<file path="config.mk">
export PLATFORM = sky130hd
export DESIGN_NAME = led_trail_pwm
export DESIGN_NICKNAME = d
export VERILOG_FILES = /design/src/rtl/led_trail_pwm.sv
export SDC_FILE = /design/constraint.sdc
export NUM_CORES = 1
export LEC_CHECK = 0
export CORE_UTILIZATION = 47
export DETAILED_ROUTE_END_ITERATION = 6
export GPL_ROUTABILITY_DRIVEN = 0
export GPL_TIMING_DRIVEN = 0
export PLACE_DENSITY_LB_ADDON = 0.15
export SYNTH_ARGS = -nofsm -noshare
export SYNTH_HDL_FRONTEND = slang
export SYNTH_SLANG_ARGS = --single-unit
</file>
<file path="constraint.sdc">
create_clock -name clock_50 -period 3.2 [get_ports clock_50]
set_input_delay 0.48 -clock clock_50 [delete_from_list [all_inputs] [get_ports clock_50]]
set_output_delay 0.48 -clock clock_50 [all_outputs]
set_load 0.005 [all_outputs]
</file>
<file path="src/rtl/led_trail_pwm.sv">
// led_trail_pwm: turns the chaser's one-hot pattern into a fading comet tail driven through a shared PWM comparator.
// Optional macro LED_GAMMA_EN: maps levels through a perceptual gamma LUT (requires LVL_W == 4).
module led_trail_pwm #(
    parameter int N_LED   = 8,
    parameter int LVL_W   = 4,
    parameter int DECAY   = 3,
    parameter int PWM_DIV = 1000
) (
    input  logic             clock_50,
    input  logic             rs,
    input  logic             tick,
    input  logic [N_LED-1:0] pattern_in,
    output logic [N_LED-1:0] led_out,
    output logic             frame
);
    localparam int MAX   = (1 << LVL_W) - 1;
    localparam int DIV_W = (PWM_DIV > 1) ? $clog2(PWM_DIV) : 1;

    localparam logic [LVL_W-1:0] MAX_LVL   = LVL_W'(MAX);
    localparam logic [LVL_W-1:0] LAST_SLOT = LVL_W'(MAX - 1);
    localparam logic [LVL_W-1:0] DECAY_L   = LVL_W'(DECAY);
    localparam logic [DIV_W-1:0] DIV_LAST  = DIV_W'(PWM_DIV - 1);

    logic [LVL_W-1:0] r_level [N_LED];
    logic [LVL_W-1:0] w_eff   [N_LED];
    logic [DIV_W-1:0] r_div_cnt;
    logic [LVL_W-1:0] r_pwm_cnt;
    logic             w_step;

    // Decay floors at zero so a dim LED never wraps back to bright.
    function automatic logic [LVL_W-1:0] sat_decay(input logic [LVL_W-1:0] lvl);
        return (lvl > DECAY_L) ? lvl - DECAY_L : '0;
    endfunction

`ifdef LED_GAMMA_EN
    function automatic logic [LVL_W-1:0] gamma(input logic [LVL_W-1:0] lvl);
        logic [LVL_W-1:0] g;
        case (lvl)
            4'd0, 4'd1, 4'd2:  g = 4'd0;
            4'd3, 4'd4, 4'd5:  g = 4'd1;
            4'd6, 4'd7:        g = 4'd2;
            4'd8:              g = 4'd3;
            4'd9:              g = 4'd4;
            4'd10:             g = 4'd5;
            4'd11:             g = 4'd6;
            4'd12:             g = 4'd8;
            4'd13:             g = 4'd10;
            4'd14:             g = 4'd12;
            default:           g = 4'd15;
        endcase
        return g;
    endfunction
`endif

    always_comb begin
        for (int i = 0; i < N_LED; i++) begin
`ifdef LED_GAMMA_EN
            w_eff[i] = gamma(r_level[i]);
`else
            w_eff[i] = r_level[i];
`endif
        end
    end

    assign w_step = (r_div_cnt == DIV_LAST);

    always_ff @(posedge clock_50) begin
        if (rs) begin
            r_div_cnt <= '0;
            r_pwm_cnt <= '0;
            frame     <= 1'b0;
            led_out   <= '0;
            for (int i = 0; i < N_LED; i++) r_level[i] <= '0;
        end else begin
            r_div_cnt <= w_step ? '0 : r_div_cnt + 1'b1;
            frame     <= w_step && (r_pwm_cnt == LAST_SLOT);
            if (w_step) r_pwm_cnt <= (r_pwm_cnt == LAST_SLOT) ? '0 : r_pwm_cnt + 1'b1;
            if (tick) begin
                for (int i = 0; i < N_LED; i++)
                    r_level[i] <= pattern_in[i] ? MAX_LVL : sat_decay(r_level[i]);
            end
            // Slots run 0..MAX-1, so a MAX level never sees a dark slot.
            for (int i = 0; i < N_LED; i++) led_out[i] <= (w_eff[i] > r_pwm_cnt);
        end
    end
endmodule

</file>
After elaboration in Yosys (flattened, before gate mapping)
Memory sizes are Yosys's and may differ from the RTL's. Index checks and enable logic that the tools add are counted.

Add/subtract/negate cells: 10. $lt $le $gt $ge: 16. Eq/ne operators: 2. Mux-type cells: 30. Bitwise operators: 8. Reductions and logical operators: 2.

Operators with widths (number): two-way mux 4 bit (25); > comparator 4 x 2 -> 1 bit (second input constant) (8); > comparator 4 bit (8); subtractor 4 x 2 -> 4 bit (second input constant) (8); adder 10 x 1 -> 10 bit (second input constant) (1); equality test 10 bit (second input constant) (1); OR 1 bit (8); two-way mux 1 bit (5); adder 4 x 1 -> 4 bit (second input constant) (1); equality test 4 bit (second input constant) (1); OR reduction 2 bit (1); logical AND 1 bit (1).

Register bits after elaboration: 23. RAM bits: 32. Bits of input ports: 11. Output and inout bits: 9. Memories kept: 1.

Memories: r_level (words 8, width 4, read ports 8, clocked after Yosys merged registers in 0, write ports 8, line 24) `logic [LVL_W-1:0] r_level [N_LED];`.

Longest topological paths before layout
Depth after elaboration: 4. Gate-level depth with buffers: 5. Mapped depth without buffers: 5.

Worst setup path before layout
OpenSTA, ideal clock, no wires.

Kind: input-to-reg. Start point: input port rs. End point: memory r_level[0][0], enable pin. Library setup time: 0.375 ns. Arrival: 1.489 ns. Required time: 2.825 ns. Setup slack: 1.337 ns. Stages on the path: 3. Path through: clkbuf_1 -> clkbuf_1 -> or2_2.

RTL lines: start, declared (line 10) `input logic rs,`; end, declared (line 24).

==> flow_metrics.tcl <==
set metrics [dict create \
    rows 29 \
    clk_path_buf_depth 2 \
    outcome "completed" \
    synth_cell_type_count 37 \
    postSynthAreaPerCell_um2 10.0 \
    dp_hpwl_mm 4.10 \
    cp_max_fo 32 \
    grt_usage_pct 18.0 \
    routedLengthMet1_mm 3.05 \
    yosysTopAreaCell "edfxtp_1" \
    slew_violations 0 \
    insertion_delay_ns 0.31 \
    num_io_pins 20 \
    via_count 2353 \
    yosys_register_bits 55 \
    min_period_ns 2.06 \
    synthesis.area_mm2 0.00311 \
    nNetsFinal 387 \
    antennaDiodeCount 0 \
    synth-edff-count 32 \
    root_buffer "clkbuf_8" \
    finalCritPeriodShare_pct 64.5 \
    rsz0062_at_grt "false" \
    synth_cells 310 \
    syn2layout_area_growth_pct 12.7 \
    finClkSkew_ns 0.00686 \
    crit_arrival_ns 2.01 \
    drc 0 \
    p_per_area_mw_per_mm2 446 \
    clkSinkCount 55 \
    synthTopCellsByArea "edfxtp_1, ha_1, dfxtp_1" \
    vdd_drop_max_uv 204 \
    drt_iter0_markers 105 \
    post-route-util_pct 54.9 \
    grt_overflow 0 \
    cts_tree "yes" \
    setup_viol 0 \
    cts_resized 0 \
    antenna_found_initial 0 \
    initial_core_util_pct 48.7 \
    synth.most_common_cell "a21oi_1" \
    tns_ns 0 \
    routed.top_layer "met4" \
    hp-class "flip-flop to flip-flop" \
    fmax_ghz 0.485 \
    viasPerCell 5.70 \
    yosysWarnings 0 \
    clk_pin_slew_ns 0.10 \
    ys.flop_type "edfxtp_1" \
    slew-limit-headroom_pct 45.6 \
    wl_met2_mm 2.67 \
    fillers 571 \
    yosys-top-cells-count "a21oi_1, ha_1, edfxtp_1" \
    ant_nets 0 \
    cts_setup_buffers 0 \
    io_buffers 18 \
    routed_wl_mm 5.99 \
    core-area_mm2 0.00639 \
    avgRoutedWirePerCell_um 14.5 \
    hold_viol_final 0 \
    crit_type "input pin to flip-flop" \
    cts_made_buffers 5 \
    wl_met3_um 203 \
    grt_pass1_wl_mm 10.1 \
    ys_seq_area_share_pct 45.7 \
    required_ns 3.15 \
    grt_start_max_net_pins 33 \
    power_leakage_nw 1.44 \
    die-height_um 83.4 \
    critPathLaunchType "input pin" \
    die_w_um 83.4 \
    synthArstFlopShare_pct 0 \
    dieArea_mm2 0.00695 \
    ctsHoldBuffers 0 \
    cp-end-kind "flip-flop" \
    drt_pass1_iterations 6 \
    synth_top_area_share_pct 30.9 \
    final_layout_size_suffix_gt1_share_pct 4.46 \
    max-cap-violations 0 \
    cts_max_level 2 \
    grt_pass1_vias 2193 \
    tightest_slew_ns 0.816 \
    synth_nets 362 \
]
worst max-delay path: stages:
cell,delay [ns]
clkbuf_1,0.27
clkbuf_1,0.49
or2_2,0.76
final timing paths:
kind	start	to	slack [ns]	cells after the start
max	rs	r_level[1][4]	1.14	3
min	r_div_cnt[0]	r_div_cnt[0]	0.46	1
min reg2reg	r_div_cnt[0]	r_div_cnt[0]	0.46	1
max reg2reg	r_div_cnt[0]	r_pwm_cnt[1]	1.56	5
metal layers:
layer | up-vias | global-route usage (%)
met4 | 0 | 5.17
met5 | - | 0
li1 | 1204 | -
met1 | 1103 | 24.5
met3 | 6 | 3.28
met2 | 40 | 29.4
cell type report:
type / instances / area, µm² / area share, %
Buffer: 7 / 26.3 / 0.749
Clock buffer: 6 / 82.6 / 2.35
Timing Repair Buffer: 18 / 180 / 5.14
Clock inverter: 2 / 35.0 / 0.999
Multi-Input combinational cell: 225 / 1580 / 45.0
Sequential cell: 55 / 1420 / 40.5
Inverter: 23 / 86.3 / 2.46
Tap cell: 77 / 96.3 / 2.75
placed cells by master, fill, tap and decap left out, types with 8 or more instances in the layout:
| master | instances |
|---|---|
| a21o_1 | 8 |
| a21oi_1 | 57 |
| clkdlybuf4s50_1 | 18 |
| dfxtp_1 | 23 |
| edfxtp_1 | 32 |
| ha_1 | 41 |
| inv_1 | 23 |
| nand2_1 | 14 |
| nand3_1 | 8 |
| nor2_1 | 20 |
| o21ai_0 | 19 |
flip-flops by register name, summed over array words and instances, names as in the netlist:
register / flops
frame: 1
led_out: 8
r_div_cnt: 10
r_level: 32
r_pwm_cnt: 4
per-stage QoR:
stage                     power [mW]  hold WS, ns  cells  cell area, µm²  setup slack [ns]
final                           1.56        0.463    413            3510              1.14
after global routing            1.64        0.495    413            3510              1.02
after CTS                       1.58        0.466    413            3510              1.08
after detailed placement        1.10        0.442    405            3390             0.737
after global placement          1.09        0.437    405            3390             0.755
after floorplan                 1.01        0.425    310            3110              1.34
cell families (layout without fill, tap and decap cells):
| group | Yosys count | after routing | share of synthesized area [%] |
|---|---|---|---|
| compound gates | 109 | 109 | 20.7 |
| simple gates | 69 | 69 | 11.8 |
| flops | 55 | 55 | 45.7 |
| fa+ha+maj | 41 | 41 | 16.5 |
| buf+inv | 30 | 56 | 3.62 |
| xor+xnor | 6 | 6 | 1.69 |
report_power, final:
part | internal (mW) | switching, mW | leakage (nW)
combinational | 0.115 | 0.111 | 0.846
sequential | 0.806 | 0.0450 | 0.537
clock | 0.254 | 0.232 | 0.0612
total | 1.17 | 0.388 | 1.44
Power figures use the tool's default switching activity.
